`config.mk`:
```
export PLATFORM = sky130hd
export DESIGN_NAME = digit_serial_adder
export DESIGN_NICKNAME = d
export VERILOG_FILES = /design/src/rtl/digit_serial_adder_pkg.sv /design/src/rtl/digit_adder.sv /design/src/rtl/digit_serial_adder.sv
export SDC_FILE = /design/constraint.sdc
export NUM_CORES = 1
export LEC_CHECK = 0
export ABC_AREA = 0
export BUFFER_PORTS_ARGS = -buffer_cell sky130_fd_sc_hd__buf_2
export CELL_PAD_IN_SITES_DETAIL_PLACEMENT = 2
export CELL_PAD_IN_SITES_GLOBAL_PLACEMENT = 2
export CORE_MARGIN = 2
export CORE_UTILIZATION = 32
export CTS_BUF_LIST = sky130_fd_sc_hd__clkbuf_4
export CTS_CLUSTER_SIZE = 24
export DETAILED_ROUTE_END_ITERATION = 8
export PLACE_DENSITY = 0.83
export SKIP_LAST_GASP = 1
export SYNTH_ARGS = -nofsm -noshare
export SYNTH_HDL_FRONTEND = slang
export SYNTH_SLANG_ARGS = --single-unit
```
`constraint.sdc`:
```
create_clock -name clk -period 2.7 [get_ports clk]
set_input_delay 0.405 -clock clk [delete_from_list [all_inputs] [get_ports clk]]
set_output_delay 0.405 -clock clk [all_outputs]
set_load 0.1 [all_outputs]
```
`src/rtl/digit_serial_adder_pkg.sv`:
```
// Shared types and elaboration helpers for the digit-serial adder.
package adder_pkg;

   typedef enum logic [1:0] {IDLE, RUN, DONE} state_t;

   function automatic int unsigned ndig(input int unsigned width, input int unsigned digit);
      return width / digit;
   endfunction

   // Counter width for n digits, never narrower than one bit.
   function automatic int unsigned clog2(input int unsigned n);
      int unsigned w;
      w = 1;
      while ((longint'(1) << w) < longint'(n)) w++;
      return w;
   endfunction

   function automatic bit legal_cfg(input int unsigned width, input int unsigned digit);
      return (width >= 1) && (digit >= 1) && (digit <= width) && ((width % digit) == 0);
   endfunction

endpackage

```
`src/rtl/digit_adder.sv`:
```
// Combinational DIGIT-bit adder slice with carry-out and carry into its top bit.
module digit_adder
   import adder_pkg::*;
#(
   parameter int unsigned DIGIT = 4
) (
   input  logic [DIGIT-1:0] a,
   input  logic [DIGIT-1:0] b,
   input  logic             ci,
   output logic [DIGIT-1:0] s,
   output logic             co,
   output logic             cmsb
);

   logic [DIGIT:0] total;

   assign total = {1'b0, a} + {1'b0, b} + {{DIGIT{1'b0}}, ci};
   assign s     = total[DIGIT-1:0];
   assign co    = total[DIGIT];
   // Carry into the top bit is recovered from that bit's sum and operands.
   assign cmsb  = a[DIGIT-1] ^ b[DIGIT-1] ^ s[DIGIT-1];

endmodule

```
`src/rtl/digit_serial_adder.sv`:
```
// Digit-serial two's-complement adder/subtractor: one operand pair per
// transaction, DIGIT bits rippled per clock, LSB digit first.
module digit_serial_adder
   import adder_pkg::*;
#(
   parameter int unsigned WIDTH = 32,
   parameter int unsigned DIGIT = 4
) (
   input  logic             clk,
   input  logic             rst,
   input  logic             in_valid,
   output logic             in_ready,
   input  logic [WIDTH-1:0] a,
   input  logic [WIDTH-1:0] b,
   input  logic             cin,
   input  logic             sub,
   output logic             out_valid,
   input  logic             out_ready,
   output logic [WIDTH-1:0] sum,
   output logic             cout,
   output logic             ovf
);

   localparam int unsigned   NDIG = ndig(WIDTH, DIGIT);
   localparam int unsigned   CW   = clog2(NDIG);
   localparam logic [CW-1:0] LAST = CW'(NDIG - 1);

   if (!legal_cfg(WIDTH, DIGIT)) begin : g_cfg_check
      $error("digit_serial_adder: WIDTH must be a positive multiple of DIGIT");
   end

   state_t                   state;
   logic [CW-1:0]            cnt;
   logic [WIDTH-1:0]         ra;
   logic [WIDTH-1:0]         rb;
   logic                     c;
   logic                     accept;
   logic [DIGIT-1:0]         ds;
   logic                     dco;
   logic                     dcmsb;
   logic [WIDTH+DIGIT-1:0]   sum_cat;

   digit_adder #(.DIGIT(DIGIT)) u_digit (
      .a    (ra[DIGIT-1:0]),
      .b    (rb[DIGIT-1:0]),
      .ci   (c),
      .s    (ds),
      .co   (dco),
      .cmsb (dcmsb)
   );

   assign in_ready = !rst && ((state == IDLE) || ((state == DONE) && out_ready));
   assign accept   = in_valid && in_ready;
   // New digit enters at the top; after NDIG shifts the LSB digit sits at bit 0.
   assign sum_cat  = {ds, sum};

   always_ff @(posedge clk) begin
      if (rst) begin
         state     <= IDLE;
         cnt       <= '0;
         ra        <= '0;
         rb        <= '0;
         c         <= 1'b0;
         sum       <= '0;
         cout      <= 1'b0;
         ovf       <= 1'b0;
         out_valid <= 1'b0;
      end else begin
         if (accept) begin
            ra  <= a;
            rb  <= b ^ {WIDTH{sub}};
            c   <= cin ^ sub;
            cnt <= '0;
         end else if (state == RUN) begin
            sum <= sum_cat[WIDTH+DIGIT-1:DIGIT];
            ra  <= ra >> DIGIT;
            rb  <= rb >> DIGIT;
            c   <= dco;
            cnt <= cnt + CW'(1);
         end

         case (state)
            IDLE: begin
               if (accept) state <= RUN;
            end
            RUN: begin
               if (cnt == LAST) begin
                  cout      <= dco;
                  ovf       <= dco ^ dcmsb;
                  out_valid <= 1'b1;
                  state     <= DONE;
               end
            end
            DONE: begin
               if (out_ready) begin
                  out_valid <= 1'b0;
                  state     <= in_valid ? RUN : IDLE;
               end
            end
            default: state <= IDLE;
         endcase
      end
   end

endmodule

```
# Yosys cells after proc, flatten, opt, wreduce, memory -nomap -nowiden
# Cells that the tools add are included.
# word_totals
register_bits	105
in_bits	70
out_inout_bits	36
# op_classes
addsub	3
n_eq_ne	6
n_mux	14
bitwise	6
reduce_logical	13
# op_table
op	n
2-to-1 mux 32 bit	4
bitwise XOR 32 bit	1
2-to-1 mux 2 bit	3
one-hot mux 2 bit (3 select lines)	1
AND reduction 3 bit	2
adder 4 x 4 -> 5 bit	1
adder 5 x 1 -> 5 bit	1
2-to-1 mux 1 bit	5
inequality test 2 bit, second input constant	2
AND reduction 2 bit	2
nonzero test 2 bit	2
bitwise XOR 1 bit	4
adder 3 x 1 -> 3 bit, second input constant	1
== test 3 bit, second input constant	1
logical AND 1 bit	3
== test 2 x 1 -> 1 bit, second input constant	1
== test 2 bit, second input constant	1
logical NOT 2 bit	1
inequality test 2 x 1 -> 1 bit, second input constant	1
one-hot mux 1 bit (2 select lines)	1
OR reduction 2 bit	1
logical NOT 1 bit	1
logical OR 1 bit	1
NOT 1 bit	1

# Longest topological paths before layout
# Gate-level depths: netlist of run 1.
# depth
depth_word	7
ltp_mapped	7
depth_no_buf	6

# Cells and area by module
# A second synthesis of run 1 with hierarchy kept.
# unflattened
cells_unflattened	565
area_unflattened_um2	4606.9
# modules_own_cells
module	n_inst	cells_each	area_per_inst_um2
digit_serial_adder	1	548	4463.0
digit_adder	1	17	143.9

# Least setup slack after synthesis of run 1
# No wires, ideal clock.
# synth_timing
path_kind	register -> register
from	register c
to	register ovf
setup_time_ps	91
t_arrival_ps	1856
t_required_ps	2609
slack_ps	753
stages_incl_launch_ff	7
path_buffers	0
cell_sequence	dfxtp_1 > fa_1 > fa_1 > a21o_1 > a21oi_1 > xnor2_1 > a311oi_1
# synth_between
elab_chain_len	3
# synth_rtl
element	line	text
from (decl)	digit_serial_adder.sv:36	logic c;
from (signal assigned)	digit_serial_adder.sv:72	c <= cin ^ sub;
from (signal assigned)	digit_serial_adder.sv:78	c <= dco;
adder 5 x 1 -> 5 bit (*)	digit_adder.sv:17	assign total = {1'b0, a} + {1'b0, b} + {{DIGIT{1'b0}}, ci};
bitwise XOR 1 bit	digit_adder.sv:21	assign cmsb = a[DIGIT-1] ^ b[DIGIT-1] ^ s[DIGIT-1];
bitwise XOR 1 bit (*)	digit_serial_adder.sv:89	ovf <= dco ^ dcmsb;
to (signal assigned)	digit_serial_adder.sv:89	
to (decl)	digit_serial_adder.sv:21	output logic ovf
# Every way passes the cells marked *; elsewhere a longest branch is shown, timed or not.
# A chain may end at the register's enable or synchronous reset.

# Worst setup path in the final report of run 1
# Ends and elaborated chain as after synthesis.

==> flow_metrics.env, run 1 <==
export IMPL_grt_pass1_wl_mm=22.4
export IMPL_post_cts_buffers=0
export IMPL_setup_tns_final_ps=0
export IMPL_avgSynthCellArea_um2=8.32
export IMPL_wl_per_cell_um=16.7
export IMPL_fin_area_mm2=0.00530
export IMPL_numCtsBuffers=9
export IMPL_dr_first_iter_drc_count=259
export IMPL_path_cells="fa_1, fa_1, a21o_1, a21oi_1, xnor2_1, a311oi_1"
export IMPL_track_usage_pct=17.6
export IMPL_path_clk_slew_ps=160
export IMPL_grt_pass1_vias=4489
export IMPL_internal_power_mw=1.99
export IMPL_drcViolationCount=0
export IMPL_fp_dieH_um=124
export IMPL_period_share_pct=81.3
export IMPL_clockBufferDepth=2
export IMPL_die_area_mm2=0.0155
export IMPL_gp_congestion=0.688
export IMPL_setup_violations=0
export IMPL_start_kind="flop"
export IMPL_via_count=4185
export IMPL_cts_hold_buffers=0
export IMPL_layout_drive_gt1_share_pct=21.1
export IMPL_pwr_share_clk_pct=25.2
export IMPL_ys_seq_area_share_pct=45.4
export IMPL_min_period_ps=2200
export IMPL_viasPerCell=5.12
export IMPL_die_w_um=124
export IMPL_antenna_left=0
export IMPL_hpwl_mm=9.46
export IMPL_finClkSkew_ps=13.9
export IMPL_hold_viol=0
export IMPL_crit_path_start="c$_SDFFE_PP0P_"
export IMPL_slew_violations=0
export IMPL_cts_tree="done"
export IMPL_wirelength_mm=13.6
export IMPL_grt_ovfl_total=0
export IMPL_ys_types=36
export IMPL_max_slew_worst_pin_slew_ps=813
export IMPL_ys_warn_count=0
export IMPL_combPwrFrac_pct=16.8
export IMPL_initial_core_util_pct=33.1
export IMPL_cts_root_buffer="clkbuf_4"
export IMPL_dr_pass1_iters=4
export IMPL_holdWs_ps=154
export IMPL_rows=43
export IMPL_power_switching_share_pct=31.2
export IMPL_core_mm2=0.0140
export IMPL_synth_area_mm2=0.00463
export IMPL_hp_class="in -> reg"
export IMPL_relSlewSlack_pct=45.8
export IMPL_required_ps=3100
export IMPL_cpMostUsedCell="fa_1"
export IMPL_ir_drop_mv=0.167
export IMPL_critPathCaptureType="flop"
export IMPL_cts_sinks=105
export IMPL_fmax_ghz=0.456
export IMPL_r2r_start="c$_SDFFE_PP0P_"
export IMPL_critPathSlowestCell="fa_1"
export IMPL_ctsResizeCount=0
export IMPL_p_sw_mw=0.903
export IMPL_syn_nets=634
export IMPL_p_seq_share_pct=58.0
export IMPL_area_growth_pct=14.3
export IMPL_postPlaceCellArea_mm2=0.00519
export IMPL_syn_instance_count=557
export IMPL_rsz0062_at_grt="false"
export IMPL_slowest_delay_ps=460
export IMPL_critPathMaxFanout=3
export IMPL_antenna_found_initial=1
export IMPL_status="completed"
export IMPL_p_leak_nw=2.07
export IMPL_synth_seq_cells=105
export IMPL_path_class="reg -> reg"
export IMPL_io_buffers=105
export IMPL_grt_max_degree=78
export IMPL_nNetsFinal=708
export IMPL_htree_levels=3
export IMPL_max_cap_violations=0
export IMPL_arrival_ps=2590
export IMPL_io_pins=106
export IMPL_hp_start="a[30]"
export IMPL_clock_latency_ps=480
export IMPL_p_per_area_mw_per_mm2=546
==> cells in the final DEF (no fill, tap or decap), types with 2 or more instances in the layout <==
master and count:
nand3_1 8, nor3_1 3, nand2b_2 2, mux2i_1 2
a21o_1 2, nand2_1 163, buf_4 6, ha_1 5
fa_1 2, clkbuf_4 11, a21oi_1 66, buf_12 3
xor2_1 33, buf_2 104, dfxtp_1 105, clkinv_1 2
xnor2_1 4, a311oi_1 37, clkinv_2 3, nor2_1 41
a22oi_1 20
==> path summary, 6_finish.rpt <==
| kind | endpoint | slack (ps) | cells past startpoint |
|---|---|---|---|
| setup / recovery | ovf$_SDFFE_PP0P_ | 500 | 6 |
| hold / removal | ra[30]$_SDFFE_PP0P_ | 150 | 3 |
| setup reg to reg | ovf$_SDFFE_PP0P_ | 500 | 6 |
| hold reg to reg | sum[0]$_SDFFE_PP0P_ | 470 | 2 |
==> logic make-up (layout without fill, tap and decap cells) <==
group                    Yosys count  in the layout  synth area share (%)
adder cells (fa/ha/maj)            7              7                  2.21
multiplexers                       2              2                 0.432
buffers and inverters             50            129                  6.53
XOR/XNOR                          37             37                  6.99
other                              0              1                     0
AO/OA/AOI/OAI                    132            132                  19.2
flip-flops                       105            105                  45.4
AND/OR/NAND/NOR                  224            224                  19.2
==> area by class of cell <==
| cell class | instances | area (um2) |
|---|---|---|
| Clock buffer | 11 | 82.6 |
| Antenna cell | 1 | 2.50 |
| Fill cell | 1653 | 8690 |
| Tap cell | 180 | 225 |
| Sequential cell | 105 | 2100 |
| Timing Repair Buffer | 113 | 626 |
| Multi-Input combinational cell | 402 | 2230 |
| Clock inverter | 5 | 22.5 |
==> registers in the layout, summed over array words and instances (netlist names) <==
register	flops
cout	1
rb	32
cnt	3
state	2
out_valid	1
sum	32
ovf	1
c	1
ra	32
==> synthesized netlist by cell type, drive strengths merged <==
cell type	number	area share, %
nand2	163	13
dfxtp	105	45
a21oi	66	7.1
nor2	42	3.6
a311oi	38	7.3
buf	35	5.2
xor2	33	6.2
a22oi	20	3.2
clkbuf	15	1.3
nand3	9	1.1
ha	5	1.3
xnor2	4	0.76
nor3	3	0.32
a21o	2	0.32
fa	2	0.86
mux2i	2	0.43
nand2b	2	0.32
a211oi	1	0.16
a31oi	1	0.46
and2	1	0.14
and2b	1	0.16
and3	1	0.14
nand3b	1	0.16
nor2b	1	0.14
o21a	1	0.16
o21ai	1	0.11
o22a	1	0.19
o31ai	1	0.16
==> per-stage QoR <==
stage	worst slack, ps	power (mW)	instances	utilization [%]
after floorplan	753	2.06	557	-
after global placement	686	2.18	800	37.1
after detailed placement	521	2.20	800	37.1
after CTS	500	2.92	816	37.8
after global routing	373	3.03	817	37.9
final	505	2.89	817	37.9
==> layer usage <==
layer / vias to the layer above / track usage (%) / wire length (um)
met4: 0 / 7.01 / 296
li1: 2037 / - / -
met3: 23 / 3.05 / 423
met5: - / 0 / 0
met2: 75 / 30.8 / 6830
met1: 2050 / 21.3 / 6080
==> worst max-delay path: cells and delay by family (launching register included) <==
kind | cells | cell delay (ps)
flops | 1 | 360
fa+ha+maj | 2 | 880
compound gates | 3 | 770
xor+xnor | 1 | 120
==> power by group through the flow <==
stage / registers, mW / clock network (mW) / logic, mW
floorplan: 1.74 / 0 / 0.316
global placement: 1.71 / 0 / 0.472
detailed placement: 1.71 / 0 / 0.490
CTS: 1.68 / 0.750 / 0.493
global route: 1.69 / 0.805 / 0.538
finish: 1.68 / 0.728 / 0.486
Note: power is estimated with default switching activity, not from simulation.
==> run 2, diff against run 1 <==
Settings changed: CORE_UTILIZATION 32 to 29, PLACE_DENSITY 0.83 to 0.79.
Clock period 2.7 ns to 1.75 ns, I/O delays scaled along.
==> run 2 against run 1 <==
Net effect: the flow now finishes with violations (negative setup slack); sequential power grew 54%; sequential share of layout area down 2.0 points; clock power grew 54%; largest cell class unchanged.
==> flow_metrics.env, run 2 (synthesis results as in run 1) <==
export IMPL_cts_root_buffer="clkbuf_4"
export IMPL_die_area_mm2=0.0170
export IMPL_dr_pass1_iters=4
export IMPL_p_per_area_mw_per_mm2=812
export IMPL_cts_sinks=105
export IMPL_io_buffers=105
export IMPL_slew_violations=0
export IMPL_final_cell_count_no_fill=865
export IMPL_rsz0062_at_grt="true"
export IMPL_arrival_ps=2330
export IMPL_final_cell_mix="nand2_1, buf_2, dfxtp_1, a21oi_1, nor2_1"
export IMPL_antenna_left=0
export IMPL_max_cap_violations=0
export IMPL_dr_first_iter_drc_count=159
export IMPL_critPathCaptureType="flop"
export IMPL_initial_core_util_pct=29.4
export IMPL_n_fill_cell=1862
export IMPL_holdPathEnd="ra[27]$_SDFFE_PP0P_"
export IMPL_htree_levels=3
export IMPL_final_common_cell="nand2_1"
export IMPL_relSlewSlack_pct=65.7
export IMPL_area_growth_pct=20.6
export IMPL_wl_per_cell_um=16.0
export IMPL_period_share_pct=110
export IMPL_viasPerCell=4.87
export IMPL_postPlaceCellArea_mm2=0.00539
export IMPL_core_mm2=0.0158
export IMPL_die_w_um=130
export IMPL_hpwl_mm=9.59
export IMPL_place_inst=842
export IMPL_setup_ws_ps=-167
export IMPL_rows=46
export IMPL_r2r_cells=6
export IMPL_ff2ff_setup_slack_ps=-170
export IMPL_grt_pass1_wl_mm=22.3
export IMPL_clockBufferDepth=2
export IMPL_numCtsBuffers=9
export IMPL_place_ws_ps=-154
export IMPL_clock_latency_ps=490
export IMPL_fp_dieH_um=130
export IMPL_antenna_found_initial=1
export IMPL_r2r_end="ovf$_SDFFE_PP0P_"
export IMPL_drcViolationCount=0
export IMPL_nNetsFinal=720
export IMPL_grt_ovfl_total=0
export IMPL_layout_drive_gt1_share_pct=23.6
export IMPL_wirelength_mm=13.8
export IMPL_top_regs="ra: 32 flops, rb: 32 flops, sum: 32 flops"
export IMPL_ir_drop_mv=0.249
export IMPL_path_clk_slew_ps=160
export IMPL_finClkSkew_ps=21.1
export IMPL_hp_class="in -> reg"
export IMPL_gp_congestion=0.726
export IMPL_grt_pass1_vias=4445
export IMPL_status="finished, violations left"
export IMPL_start_kind="flop"
export IMPL_r2r_start="c$_SDFFE_PP0P_"
export IMPL_track_usage_pct=16.7
export IMPL_regArea_mm2=0.00211
export IMPL_setup_violations=4
export IMPL_p_leak_nw=2.16
export IMPL_fin_area_mm2=0.00559
export IMPL_setup_tns_final_ps=-346
export IMPL_critPathMaxFanout=3
export IMPL_hold_viol=0
export IMPL_max_slew_worst_pin_slew_ps=519
export IMPL_required_ps=2160
export IMPL_hold_depth=3
export IMPL_path_class="reg -> reg"
export IMPL_failed_checks="negative setup slack"
export IMPL_cts_tree="done"
export IMPL_fmax_ghz=0.522
export IMPL_multi_input_area_mm2=0.00227
export IMPL_min_period_ps=1920
export IMPL_hp_start="a[27]"
export IMPL_grt_max_degree=107
export IMPL_io_pins=106
export IMPL_via_count=4212
[run 2: changes by cell type in the layout (fill, tap and decap cells not counted), moves of 2 or more]
cell,before,now
a21oi_1,66,63
a21oi_2,0,2
buf_12,3,11
dfxtp_1,105,102
dfxtp_2,0,3
dlygate4sd3_1,0,4
fa_1,2,0
fa_2,0,2
[run 2: cell type report]
class	count	area share (%)
clock buffers	10	1.34
flip-flops and latches	105	37.7
well taps	216	4.84
multi-input cells	402	40.6
diodes	1	0.0448
repair buffers	125	14.9
clock inverters	6	0.627
[run 2: how the worst max path moves through the flow]
stage	from	to	slack, ps	cells after the start
3_3_place_gp	c$_SDFFE_PP0P_	ovf$_SDFFE_PP0P_	-60	6
6_report	c$_SDFFE_PP0P_	ovf$_SDFFE_PP0P_	-170	6
5_1_grt	c$_SDFFE_PP0P_	ovf$_SDFFE_PP0P_	-230	6
2_1_floorplan	c$_SDFFE_PP0P_	ovf$_SDFFE_PP0P_	-30	6
4_1_cts	c$_SDFFE_PP0P_	ovf$_SDFFE_PP0P_	-180	6
3_5_place_dp	c$_SDFFE_PP0P_	ovf$_SDFFE_PP0P_	-150	6
[run 2: repair_timing]
| item | CTS | global route |
|---|---|---|
| pin swaps | 3 | 4 |
| hold buffers | 4 | 0 |
| buffers inserted | 0 | 2 |
| resized for setup | 4 | 5 |
| setup endpoints to repair | 4 | 6 |
| endpoints found under the hold margin | 4 | 0 |
[run 2: metrics by stage]
step                utilization [%]  power, mW  hold WS (ps)
floorplan                         -       3.18           399
global placement               34.2       3.42           441
detailed placement             34.2       3.46           454
CTS                            35.2       4.62          10.7
global route                   35.4       4.84          23.7
finish                         35.4       4.54          57.8
[run 2: report_power, final]
group          switching (mW)  total, mW  internal, mW
clock network           0.825       1.12         0.300
logic                   0.515      0.827         0.312
registers              0.0762       2.59          2.51
total                    1.42       4.54          3.12
[run 2: routing by layer]
layer	up-vias	GRT usage, %	share of wire, %
li1	2062	-	-
met1	2070	20.4	43
met2	68	29.1	51
met3	12	4.40	4.5
met4	0	4.57	1.4
met5	-	0	0
[run 2: worst max-delay path, cell delays in order (launching register included)]
cell and delay, ps:
dfxtp_2 370, fa_2 400, fa_2 360, a21o_1 200, a21oi_4 170, xnor2_1 90, a311oi_1 250
